<file path="src/rtl/handshake_fifo_receiver_if.sv">
`default_nettype none
// +--------------------------------------------------------------------------+
// | handshake_fifo_receiver_if : valid/ready in + out channels and occupancy  |
// | Revision : 1.0                                                           |
// +--------------------------------------------------------------------------+
interface handshake_fifo_receiver_if #(
  parameter int DATA_WIDTH = 32,
  parameter int DEPTH      = 4
);
  logic [DATA_WIDTH-1:0]        ins;
  logic                         ins_valid;
  logic                         ins_ready;
  logic [DATA_WIDTH-1:0]        outs;
  logic                         outs_valid;
  logic                         outs_ready;
  logic [$clog2(DEPTH+1)-1:0]   count;

  // FIFO side
  modport slave (
    input  ins, ins_valid, outs_ready,
    output ins_ready, outs, outs_valid, count
  );

  // Producer/consumer side
  modport master (
    output ins, ins_valid, outs_ready,
    input  ins_ready, outs, outs_valid, count
  );
endinterface
`default_nettype wire

</file>
<file path="src/rtl/handshake_fifo_receiver.sv">
`default_nettype none
// +--------------------------------------------------------------------------+
// | handshake_fifo_receiver : registered-output elastic FIFO, 1-cycle latency |
// | Revision : 1.0                                                           |
// +--------------------------------------------------------------------------+
module handshake_fifo_receiver #(
  parameter int DATA_WIDTH = 32,
  parameter int DEPTH      = 4
) (
  input  logic                       clk,
  input  logic                       rst,
  handshake_fifo_receiver_if.slave   bus
);

  localparam int CW = $clog2(DEPTH + 1);
  localparam int PW = $clog2(DEPTH);

  logic [DATA_WIDTH-1:0] mem_q [DEPTH];
  logic [DATA_WIDTH-1:0] mem_d [DEPTH];
  logic [PW-1:0]         wr_ptr_q, wr_ptr_d;
  logic [PW-1:0]         rd_ptr_q, rd_ptr_d;
  logic [CW-1:0]         count_q, count_d;
  logic                  released_q, released_d;
  logic                  ins_ready_w, outs_valid_w, push_w, pop_w;

  function automatic logic [PW-1:0] bump(input logic [PW-1:0] p);
    return (p == PW'(DEPTH - 1)) ? '0 : p + PW'(1);
  endfunction

  // Both handshake outputs come from registered state only.
  assign ins_ready_w  = (count_q != CW'(DEPTH)) & released_q;
  assign outs_valid_w = (count_q != '0);
  assign push_w       = bus.ins_valid & ins_ready_w;
  assign pop_w        = outs_valid_w & bus.outs_ready;

  always_comb begin
    mem_d      = mem_q;
    wr_ptr_d   = wr_ptr_q;
    rd_ptr_d   = rd_ptr_q;
    count_d    = count_q;
    released_d = 1'b1;
    if (push_w) begin
      mem_d[wr_ptr_q] = bus.ins;
      wr_ptr_d        = bump(wr_ptr_q);
    end
    if (pop_w) begin
      rd_ptr_d = bump(rd_ptr_q);
    end
    if (push_w && !pop_w) begin
      count_d = count_q + CW'(1);
    end else if (pop_w && !push_w) begin
      count_d = count_q - CW'(1);
    end
  end

  always_ff @(posedge clk or negedge rst) begin
    if (!rst) begin
      mem_q      <= '{default: '0};
      wr_ptr_q   <= '0;
      rd_ptr_q   <= '0;
      count_q    <= '0;
      released_q <= 1'b0;
    end else begin
      mem_q      <= mem_d;
      wr_ptr_q   <= wr_ptr_d;
      rd_ptr_q   <= rd_ptr_d;
      count_q    <= count_d;
      released_q <= released_d;
    end
  end

  assign bus.ins_ready  = ins_ready_w;
  assign bus.outs_valid = outs_valid_w;
  assign bus.outs       = mem_q[rd_ptr_q];
  assign bus.count      = count_q;

endmodule
`default_nettype wire

</file>
<file path="src/flat_wrapper.sv">
// flat-port wrapper written by rule: the top's interface ports become plain ports
module handshake_fifo_receiver_flat 
#(
  parameter int DATA_WIDTH = 32,
  parameter int DEPTH      = 4
)
  (clk, rst, bus_ins, bus_ins_valid, bus_outs_ready, bus_ins_ready, bus_outs, bus_outs_valid, bus_count);
  handshake_fifo_receiver_if #(.DATA_WIDTH(DATA_WIDTH), .DEPTH(DEPTH)) bus_i ();
  input  logic clk;
  input  logic rst;
  input wire logic [$bits(bus_i.ins)-1:0] bus_ins;
  input wire logic [$bits(bus_i.ins_valid)-1:0] bus_ins_valid;
  input wire logic [$bits(bus_i.outs_ready)-1:0] bus_outs_ready;
  output wire logic [$bits(bus_i.ins_ready)-1:0] bus_ins_ready;
  output wire logic [$bits(bus_i.outs)-1:0] bus_outs;
  output wire logic [$bits(bus_i.outs_valid)-1:0] bus_outs_valid;
  output wire logic [$bits(bus_i.count)-1:0] bus_count;
  assign bus_i.ins = bus_ins;
  assign bus_i.ins_valid = bus_ins_valid;
  assign bus_i.outs_ready = bus_outs_ready;
  assign bus_ins_ready = bus_i.ins_ready;
  assign bus_outs = bus_i.outs;
  assign bus_outs_valid = bus_i.outs_valid;
  assign bus_count = bus_i.count;
  handshake_fifo_receiver #(.DATA_WIDTH(DATA_WIDTH), .DEPTH(DEPTH)) u_core (.clk(clk), .rst(rst), .bus(bus_i));
endmodule
</file>
<file path="config.mk">
export PLATFORM = sky130hd
export DESIGN_NAME = handshake_fifo_receiver_flat
export DESIGN_NICKNAME = d
export VERILOG_FILES = /design/src/rtl/handshake_fifo_receiver_if.sv /design/src/rtl/handshake_fifo_receiver.sv /design/src/flat_wrapper.sv
export SDC_FILE = /design/constraint.sdc
export NUM_CORES = 1
export LEC_CHECK = 0
export ABC_AREA = 1
export CAP_MARGIN = 10
export CORE_MARGIN = 4
export CORE_UTILIZATION = 51
export CTS_CLUSTER_SIZE = 14
export DETAILED_ROUTE_END_ITERATION = 16
export GPL_ROUTABILITY_DRIVEN = 0
export PLACE_DENSITY = 0.83
export SYNTH_ARGS = -nofsm -noshare
export SYNTH_HDL_FRONTEND = slang
export SYNTH_SLANG_ARGS = --single-unit
</file>
<file path="constraint.sdc">
create_clock -name clk -period 1.7 [get_ports clk]
set_input_delay 0.34 -clock clk [delete_from_list [all_inputs] [get_ports clk]]
set_output_delay 0.34 -clock clk [all_outputs]
set_load 0.01 [all_outputs]
</file>
# [After elaboration in Yosys (flattened, before gate mapping)]
# Index checks and enable logic that the tools add are counted.
[totals] reg_bits=136 inputBits=36 word_cells=40
[classes] add_sub_neg=4 n_lt_le_gt_ge=3 n_eq_ne=3 muxes=10 n_bitwise=5 reduce_logical=7
[op_table] operator="128-bit bitwise mux" count=1
[op_table] operator="32-bit two-way mux" count=3
[op_table] operator="32-bit binary-select mux with 2-bit select" count=1
[op_table] operator="32-bit demux with 2-bit select" count=1
[op_table] operator="3-bit greater-or-equal comparator (second input constant)" count=2
[op_table] operator="3-bit two-way mux" count=2
[op_table] operator="2-bit NOT with 3-bit output" count=2
[op_table] operator="2-bit by 1-bit adder with 2-bit output (second input constant)" count=2
[op_table] operator="2-bit equality test (second input constant)" count=2
[op_table] operator="2-bit two-way mux" count=2
[op_table] operator="3-bit by 1-bit adder with 3-bit output (second input constant)" count=1
[op_table] operator="1-bit bitwise AND" count=3
[op_table] operator="1-bit logical AND" count=3
[op_table] operator="3-bit by 1-bit less-than comparator with 1-bit output (second input constant)" count=1
[op_table] operator="3-bit != test (second input constant)" count=1
[op_table] operator="3-bit nonzero test" count=1
[op_table] operator="3-bit by 1-bit subtractor with 3-bit output (second input constant)" count=1
[op_table] operator="1-bit zero test" count=2
[op_table] operator="2-bit nonzero test" count=1

# [Logic depth before layout (Yosys ltp)]
# Gate-level depths: netlist of the first run.
[depth] ltp_word=7 depth_mapped=12

# [Worst setup path after synthesis of the first run]
# Ideal clock, no wire load.
[synth_path] path_kind="flip-flop to flip-flop" startpoint="register u_core.count_q[0] (netlist: u_core.bus.count[0])" endpoint="register u_core.count_q[2] (netlist: u_core.bus.count[2])" setup_time_ns=0.123 arrival_ns=1.815 slack_ns=-0.238 path_stages_with_launch=12 synth_period_minus_slack_ns=1.938 path_cell_list="dfrtp_1 nor2_2 a21oi_4 buf_6 nand2_1 inv_1 ha_1 inv_1 fa_1 nand2_1 nand3_1 xor2_1"
[synth_via] elab_chain_len=6
[synth_rtl] item="from (decl)" line="handshake_fifo_receiver.sv:22" source="logic [CW-1:0] count_q, count_d;"
[synth_rtl] item="from (signal assigned)" line="handshake_fifo_receiver.sv:67" source="count_q <= count_d;"
[synth_rtl] item="3-bit != test *" line="handshake_fifo_receiver.sv:31" source="assign ins_ready_w = (count_q != CW'(DEPTH)) & released_q;"
[synth_rtl] item="1-bit bitwise AND *" line="handshake_fifo_receiver.sv:31"
[synth_rtl] item="1-bit bitwise AND *" line="handshake_fifo_receiver.sv:33" source="assign push_w = bus.ins_valid & ins_ready_w;"
[synth_rtl] item="named net u_core.push_w" line="handshake_fifo_receiver.sv:24" source="logic ins_ready_w, outs_valid_w, push_w, pop_w;"
[synth_rtl] item="1-bit zero test" line="handshake_fifo_receiver.sv:51" source="end else if (pop_w && !push_w) begin"
[synth_rtl] item="1-bit logical AND" line="handshake_fifo_receiver.sv:51"
[synth_rtl] item="2-bit nonzero test (no line)"
# Mark *: on every way through the listed nets, which the timed path passes. The rest lies on a longest branch. The select of a mux whose other input is x is not followed.
# A chain may end at the register's enable or synchronous reset.

# [Worst setup path in the final report of the first run]
[layout_path] startpoint="register u_core.rd_ptr_q[0]" endpoint="output port bus_outs[22]"
[layout_via] elab_chain_len=4
[layout_rtl] item="from (decl)" line="handshake_fifo_receiver.sv:21" source="logic [PW-1:0] rd_ptr_q, rd_ptr_d;"
[layout_rtl] item="from (signal assigned)" line="handshake_fifo_receiver.sv:66" source="rd_ptr_q <= rd_ptr_d;"
[layout_rtl] item="2-bit NOT with 3-bit output (not written as such)" line="handshake_fifo_receiver.sv:74" source="assign bus.outs = mem_q[rd_ptr_q];"
[layout_rtl] item="32-bit binary-select mux with 2-bit select" line="handshake_fifo_receiver.sv:74"
[layout_rtl] item="32-bit two-way mux (not written as such) (2 in a row)" line="handshake_fifo_receiver.sv:74"
[layout_rtl] item="to (decl)" line="flat_wrapper.sv:15" source="output wire logic [$bits(bus_i.outs)-1:0] bus_outs;"
# Every way passes these cells. The select of a mux whose other input is x is not followed.

==> insert_results.sql, run 1 <==
INSERT INTO impl_metrics (metric_group, metric, value, unit) VALUES
('power_and_ir_drop', 'power_leakage', '4.20', 'nW'),
('floorplanning', 'ios', '73', ''),
('final_layout', 'seq_area', '0.00341', 'sq mm'),
('clock_network', 'cts-root-to-sink-buffers', '2', ''),
('route', 'routed_wirelength', '20.5', 'mm'),
('global_route', 'wire_length_of_the_first_global_routing_pass', '32.3', 'mm'),
('clock_network', 'cts_tree', 'done', ''),
('floorplanning', 'die_w', '122', 'um'),
('route', 'initialDrtViolationCount', '963', ''),
('global_route', 'overall_global_routing_resource_usage', '27.7', '%'),
('route', 'detail_route.first_pass.iterations', '6', ''),
('critical_path', 'worst-path-max-fanout', '14', ''),
('synth', 'syn-mean-instance-area', '8.19', 'sq um'),
('critical_path', 'critPathKind', 'reg2out', ''),
('global_route', 'grt_antenna_before_repair', '0', ''),
('timing', 'final-setup-viol-count', '35', ''),
('critical_path', 'critical_path.n_buffers_inverters', '2', ''),
('clock_network', 'numClockSinks', '136', ''),
('power_and_ir_drop', 'power.total', '18.0', 'mW'),
('critical_path', 'timing.critical_path.required', '1.36', 'ns'),
('run', 'max-cap-violations', '0', ''),
('final_layout', 'n_fill_cell', '1006', ''),
('floorplanning', 'design.core.area', '0.0126', 'sq mm'),
('final_layout', 'syn2layout_area_growth', '28.9', '%'),
('clock_network', 'cts-htree-levels', '4', ''),
('worst_hold_path', 'worst_hold_path_type', 'in2reg', ''),
('critical_path', 'timing.critical_path.cells', 'buf_4, o21ai_0, o22ai_1, buf_2', ''),
('timing', 'worst_slew_margin_rel', '65.1', '%'),
('placed_design', 'quantity_of_i_o_buffers_inserted_on_ports', '72', ''),
('final_layout', 'final_cell_area', '0.00850', 'sq mm'),
('route', 'wire_per_inst', '19.3', 'um'),
('synth', 'synth-warning-count', '0', ''),
('timing', 'setup_ws', '-0.287', 'ns'),
('critical_path', 'timing.critical_path.arrival', '1.65', 'ns'),
('timing', 'final.period_utilization', '117', '%'),
('placed_design', 'pre_cts_ws', '-0.258', 'ns'),
('clock_network', 'clock_slew_seen_by_the_registers_of_the_worst_setup_and_hold_paths', '0.06', 'ns'),
('timing', 'setup_repair_after_global_routing_missed_its_margin', 'true', ''),
('synth', 'synth_seq_cells', '136', ''),
('floorplanning', 'initial_utilization', '52.3', '%'),
('critical_path', 'setup.reg_to_reg.worst_slack', '-0.09', 'ns'),
('placed_design', 'place.detailed.hpwl', '11.3', 'mm'),
('synth', 'synth_area', '0.00659', 'sq mm'),
('synth', 'mappedNetlistNets', '848', ''),
('global_route', 'largest_net_degree_at_the_start_of_global_routing', '104', ''),
('placed_design', 'placed_area', '0.00762', 'sq mm'),
('power_and_ir_drop', 'worst_ir_drop_vdd', '0.00104', 'V'),
('global_route', 'grt_overflow_total', '0', ''),
('run_status', 'violations', 'negative setup slack', ''),
('critical_path', 'slowest_delay', '0.45', 'ns'),
('route', 'detail-route-antenna-nets', '0', ''),
('synth', 'syn-instance-count', '805', ''),
('clock_network', 'cts_buffers', '17', ''),
('critical_path', 'cpMaxStageDelayCell', 'dfrtp_2', ''),
('final_layout', 'fin_nets', '923', ''),
('timing', 'slew_viol_final', '0', ''),
('clock_network', 'clockRootBuffer', 'clkbuf_16', ''),
('route', 'viasPerCell', '6.18', ''),
('timing', 'fin_hold_ws', '0.400', 'ns'),
('critical_path', 'crit_path_end_kind', 'primary output', ''),
('route', 'route.detailed.drc', '0', ''),
('floorplanning', 'fp.dieArea', '0.0148', 'sq mm'),
('timing', 'finClkSkew', '0.00817', 'ns'),
('power_and_ir_drop', 'power.density', '2110', 'mW/mm^2'),
('floorplanning', 'die-height', '122', 'um'),
('run_status', 'status', 'finished, violations left', ''),
('final_layout', 'final_layout_size_suffix_gt1_share', '19.4', '%'),
('timing', 'worstMarginPinSlew', '0.523', 'ns'),
('timing', 'min_period', '1.99', 'ns'),
('floorplanning', 'core.rowCount', '41', ''),
('critical_path', 'critPathLaunchType', 'register', ''),
('final_layout', 'multi_input_comb_area', '0.00296', 'sq mm'),
('final_layout', 'post-route-util', '67.3', '%'),
('final_layout', 'antenna_cells', '0', ''),
('synth', 'seq_area_frac_synth', '51.6', '%'),
('critical_path', 'cp_top_family', 'flip-flops', ''),
('global_route', 'first_global_vias', '6331', ''),
('clock_network', 'clock_latency', '0.43', 'ns'),
('synth', 'post_synth_num_cell_types', '22', ''),
('timing', 'report.final.hold_viol_count', '0', ''),
('timing', 'achievable-frequency', '0.503', 'GHz'),
('route', 'via_count', '6578', '');
[final timing paths]
path / start / end / cells past startpoint
max in group asynchronous: rst / u_core.mem_q[64] / 3
worst max-delay path: u_core.rd_ptr_q[0] / bus_outs[22] / 4
worst min-delay path: bus_ins_valid / u_core.wr_ptr_q[1] / 5
worst min register to register: u_core.mem_q[38] / u_core.mem_q[38] / 2
min in group asynchronous: rst / u_core.mem_q[123] / 2
worst max register to register: u_core.bus.count[0] / u_core.bus.count[2] / 11
[area by class of cell]
cell class                 count  area share, %
clock buffer                  23           5.62
clock inverter                 8           1.97
inverter                      10          0.530
multi-input combinational    582           34.8
sequential                   136           40.1
tap                          172           2.53
timing repair buffer         133           14.4
[per-stage QoR]
step / TNS, ns / cells
2_1_floorplan: -0.140 / 805
6_report: -7.33 / 1064
3_5_place_dp: -5.54 / 1018
3_3_place_gp: -5.10 / 1018
5_1_grt: -9.48 / 1064
4_1_cts: -7.50 / 1063
[routing by layer]
| metal | up-vias | global-route usage (%) | wire length (um) |
|---|---|---|---|
| met4 | 0 | 11.3 | 505 |
| met3 | 54 | 6.45 | 2070 |
| li1 | 2905 | - | - |
| met1 | 3175 | 38.0 | 8250 |
| met2 | 444 | 42.8 | 9670 |
| met5 | - | 0 | 0 |
[report_power, final]
| part | total [mW] | internal [mW] | switching, mW |
|---|---|---|---|
| Combinational | 8.26 | 3.35 | 4.91 |
| Clock | 4.05 | 2.71 | 1.35 |
| Sequential | 5.65 | 4.69 | 0.959 |
| Total | 18.0 | 10.8 | 7.21 |
[registers in the layout, indices dropped and copies added, names as in the netlist]
| register | count |
|---|---|
| u_core.bus.count | 3 |
| u_core.released_q | 1 |
| u_core.wr_ptr_q | 2 |
| u_core.rd_ptr_q | 2 |
| u_core.mem_q | 128 |
[timing repair]
item	CTS	global route
gates cloned	2	3
endpoints found under the hold margin	45	0
endpoints found under the setup margin	38	40
hold buffers	1	0
pin swaps	22	22
setup buffers	11	2
gates resized for setup	169	72
[synthesized netlist by cell type]
| cell type | instances | area (sq um) |
|---|---|---|
| nand3_1 | 3 | 15.0 |
| nor2_1 | 68 | 255 |
| a21oi_4 | 1 | 16.3 |
| inv_2 | 2 | 7.51 |
| buf_2 | 29 | 145 |
| dfrtp_1 | 136 | 3400 |
| o21ai_0 | 64 | 320 |
| o22ai_1 | 32 | 200 |
| ha_1 | 6 | 75.1 |
| buf_1 | 2 | 7.51 |
| nand2_1 | 269 | 1010 |
| xnor2_1 | 1 | 8.76 |
| nand4_1 | 132 | 826 |
| buf_6 | 1 | 11.3 |
| fa_1 | 1 | 20.0 |
| conb_1 | 1 | 3.75 |
| nor2_2 | 1 | 6.26 |
| inv_1 | 8 | 30.0 |
| xor2_1 | 1 | 8.76 |
| buf_4 | 12 | 90.1 |
| clkbuf_1 | 33 | 124 |
| a21oi_1 | 2 | 10.0 |
[cell usage in the layout (no fill, tap or decap), types with 16 or more instances in the layout]
| master | n |
|---|---|
| nand2_1 | 266 |
| o21ai_0 | 25 |
| nand4_1 | 132 |
| buf_6 | 16 |
| o22ai_1 | 23 |
| clkbuf_16 | 20 |
| buf_2 | 32 |
| dfrtp_1 | 133 |
| clkdlybuf4s50_1 | 33 |
| o21ai_1 | 25 |
| nor2_1 | 59 |
| buf_4 | 36 |
[worst min-delay path: stages]
cell     delay (ns)
buf_4          0.15
nand2_4        0.08
buf_4          0.11
nand2_1        0.04
nand2_1        0.05
[logic make-up (layout without fill, tap and decap cells)]
| family | after synthesis | in the layout | share of synthesized area [%] |
|---|---|---|---|
| other cells | 1 | 1 | 0.0569 |
| compound gates | 99 | 99 | 8.29 |
| buf+inv | 87 | 174 | 6.30 |
| xor+xnor | 2 | 2 | 0.266 |
| fa+ha+maj | 7 | 7 | 1.44 |
| simple gates | 473 | 473 | 32.0 |
| flops | 136 | 136 | 51.6 |
No activity file was read; power rests on OpenSTA's default activity.
==> run 2: changes to the inputs <==
CORE_MARGIN = 2   (was 4)
CTS_CLUSTER_DIAMETER = 30   (was default)
==> run 2 against run 1 <==
  * Critical endpoint is now bus_outs[12]
  * The run still ends with negative setup slack left
  * Combinational power grew 13%
  * Power grew 4.7%
  * Cell count grew 0.28%
==> insert_results.sql, run 2 (synthesized netlist as in run 1, its figures left out) <==
INSERT INTO impl_metrics (metric_group, metric, value, unit) VALUES
('run_status', 'status', 'finished, violations left', ''),
('run_status', 'violations', 'negative setup slack', ''),
('power_and_ir_drop', 'power.density', '2150', 'mW/mm^2'),
('placed_design', 'pre_cts_ws', '-0.250', 'ns'),
('route', 'initialDrtViolationCount', '1237', ''),
('run', 'max-cap-violations', '0', ''),
('final_layout', 'fin_nets', '925', ''),
('final_layout', 'multi_input_comb_area', '0.00308', 'sq mm'),
('power_and_ir_drop', 'clock_power_share', '19.7', '%'),
('final_layout', 'syn2layout_area_growth', '32.4', '%'),
('final_layout', 'largest_register', 'u_core.mem_q', ''),
('route', 'via_count', '6870', ''),
('final_layout', 'layout_common_cells', '266 x nand2_1, 133 x dfrtp_1, 132 x nand4_1', ''),
('route', 'viasPerCell', '6.44', ''),
('critical_path', 'crit_path_end_kind', 'primary output', ''),
('final_layout', 'mostFrequentLayoutCell', 'nand2_1', ''),
('timing', 'finClkSkew', '0.00773', 'ns'),
('floorplanning', 'core.rowCount', '41', ''),
('final_layout', 'final-instance-count-excl-fill', '1067', ''),
('critical_path', 'critPathKind', 'reg2out', ''),
('placed_design', 'placed_area', '0.00763', 'sq mm'),
('final_layout', 'final_cell_area', '0.00873', 'sq mm'),
('power_and_ir_drop', 'switchingPower', '7.83', 'mW'),
('clock_network', 'clock_latency', '0.43', 'ns'),
('final_layout', 'seq_area', '0.00341', 'sq mm'),
('worst_hold_path', 'worst_hold_path_type', 'in2reg', ''),
('placed_design', 'place.detailed.hpwl', '10.8', 'mm'),
('route', 'detail-route-antenna-nets', '0', ''),
('global_route', 'grt_overflow_total', '0', ''),
('floorplanning', 'die_w', '118', 'um'),
('power_and_ir_drop', 'power_leakage', '4.28', 'nW'),
('timing', 'setup_repair_after_global_routing_missed_its_margin', 'true', ''),
('power_and_ir_drop', 'worst_ir_drop_vdd', '0.00117', 'V'),
('timing', 'achievable-frequency', '0.498', 'GHz'),
('clock_network', 'clock_slew_seen_by_the_registers_of_the_worst_setup_and_hold_paths', '0.06', 'ns'),
('final_layout', 'antenna_cells', '0', ''),
('timing', 'min_period', '2.01', 'ns'),
('critical_path', 'timing.critical_path.required', '1.36', 'ns'),
('floorplanning', 'design.core.area', '0.0126', 'sq mm'),
('global_route', 'first_global_vias', '6538', ''),
('global_route', 'largest_net_degree_at_the_start_of_global_routing', '131', ''),
('final_layout', 'n_fill_cell', '916', ''),
('timing', 'setup_ws', '-0.309', 'ns'),
('clock_network', 'cts_buffers', '17', ''),
('floorplanning', 'initial_utilization', '52.3', '%'),
('timing', 'report.final.hold_viol_count', '0', ''),
('route', 'route.detailed.drc', '0', ''),
('timing', 'final-setup-viol-count', '35', ''),
('clock_network', 'cts-htree-levels', '4', ''),
('clock_network', 'clockRootBuffer', 'clkbuf_16', ''),
('power_and_ir_drop', 'share_comb_of_total_power', '49.5', '%'),
('floorplanning', 'die-height', '118', 'um'),
('clock_network', 'cts_tree', 'done', ''),
('power_and_ir_drop', 'internal_power_contribution', '11.0', 'mW'),
('critical_path', 'timing.critical_path.arrival', '1.67', 'ns'),
('placed_design', 'placed_cells', '1015', ''),
('route', 'routed_wirelength', '21.9', 'mm'),
('clock_network', 'numClockSinks', '136', ''),
('timing', 'final.period_utilization', '118', '%'),
('floorplanning', 'fp.dieArea', '0.0139', 'sq mm'),
('timing', 'fin_hold_ws', '0.345', 'ns'),
('final_layout', 'final_layout_size_suffix_gt1_share', '22.8', '%'),
('global_route', 'overall_global_routing_resource_usage', '29.8', '%'),
('placed_design', 'quantity_of_i_o_buffers_inserted_on_ports', '72', ''),
('power_and_ir_drop', 'netSwitchingFraction', '41.6', '%'),
('clock_network', 'cts-root-to-sink-buffers', '2', ''),
('floorplanning', 'ios', '73', ''),
('global_route', 'grt_antenna_before_repair', '0', ''),
('critical_path', 'critPathLaunchType', 'register', ''),
('critical_path', 'worst-path-max-fanout', '7', ''),
('timing', 'slew_viol_final', '0', ''),
('timing', 'worstMarginPinSlew', '0.794', 'ns'),
('route', 'detail_route.first_pass.iterations', '6', ''),
('final_layout', 'max_reg_flops', '128', ''),
('global_route', 'wire_length_of_the_first_global_routing_pass', '33.1', 'mm'),
('timing', 'worst_slew_margin_rel', '47.0', '%'),
('route', 'wire_per_inst', '20.5', 'um'),
('power_and_ir_drop', 'pwr-share-seq', '30.8', '%'),
('final_layout', 'post-route-util', '69.2', '%');
## run 2: area by class of cell
| type | instances | share of cell area, % |
|---|---|---|
| Clock inverter | 8 | 1.06 |
| Multi-Input combinational cell | 582 | 35.3 |
| Inverter | 10 | 0.487 |
| Timing Repair Buffer | 135 | 15.9 |
| Clock buffer | 24 | 5.74 |
| Sequential cell | 136 | 39.0 |
| Tap cell | 172 | 2.46 |
## run 2: path summary, 6_finish.rpt
check / startpoint / endpoint / slack, ns / depth (start not counted)
min in group asynchronous: rst / u_core.bus.count[0] / 0.42 / 2
setup / recovery: u_core.rd_ptr_q[0] / bus_outs[12] / -0.31 / 5
hold / removal: bus_ins_valid / u_core.wr_ptr_q[0] / 0.34 / 5
setup reg to reg: u_core.bus.count[0] / u_core.bus.count[2] / -0.11 / 11
max in group asynchronous: rst / u_core.mem_q[15] / 0.72 / 3
hold reg to reg: u_core.mem_q[77] / u_core.mem_q[77] / 0.48 / 2
## run 2: power groups by stage
| stage | clock network, mW | logic (mW) | registers, mW |
|---|---|---|---|
| 3_5_place_dp | 0 | 7.84 | 5.51 |
| 2_1_floorplan | 0 | 4.47 | 5.34 |
| 6_report | 3.71 | 9.30 | 5.79 |
| 4_1_cts | 3.71 | 7.99 | 5.59 |
| 5_1_grt | 3.90 | 9.98 | 5.91 |
| 3_3_place_gp | 0 | 7.65 | 5.50 |
## run 2: metal layers
layer | GRT usage, % | up-vias | share of wire, %
met2 | 45.6 | 555 | 46
met3 | 6.93 | 104 | 11
met4 | 12.7 | 0 | 4.1
met5 | 0 | - | 0
met1 | 40.8 | 3288 | 38
li1 | - | 2923 | -
## run 2: metrics by stage
step,TNS [ns],power [mW]
floorplan,-0.140,9.81
global placement,-5.73,13.1
detailed placement,-5.96,13.4
CTS,-8.09,17.3
global route,-10.34,19.8
finish,-8.69,18.8
## run 2: worst max-delay path, stage by stage, from the launching register on
cell and delay, ns:
dfrtp_2 0.46, buf_12 0.18, clkbuf_16 0.17, o21ai_1 0.17, o22ai_2 0.10, buf_2 0.15
## run 2: what timing repair did
action                                  in CTS  in global routing
endpoints found under the hold margin       41                  0
buffers inserted                             6                  2
resized for setup                          203                 80
hold buffers                                 1                  0
pin swaps                                   19                 36
endpoints found under the setup margin      38                121
cloned                                       3                  8
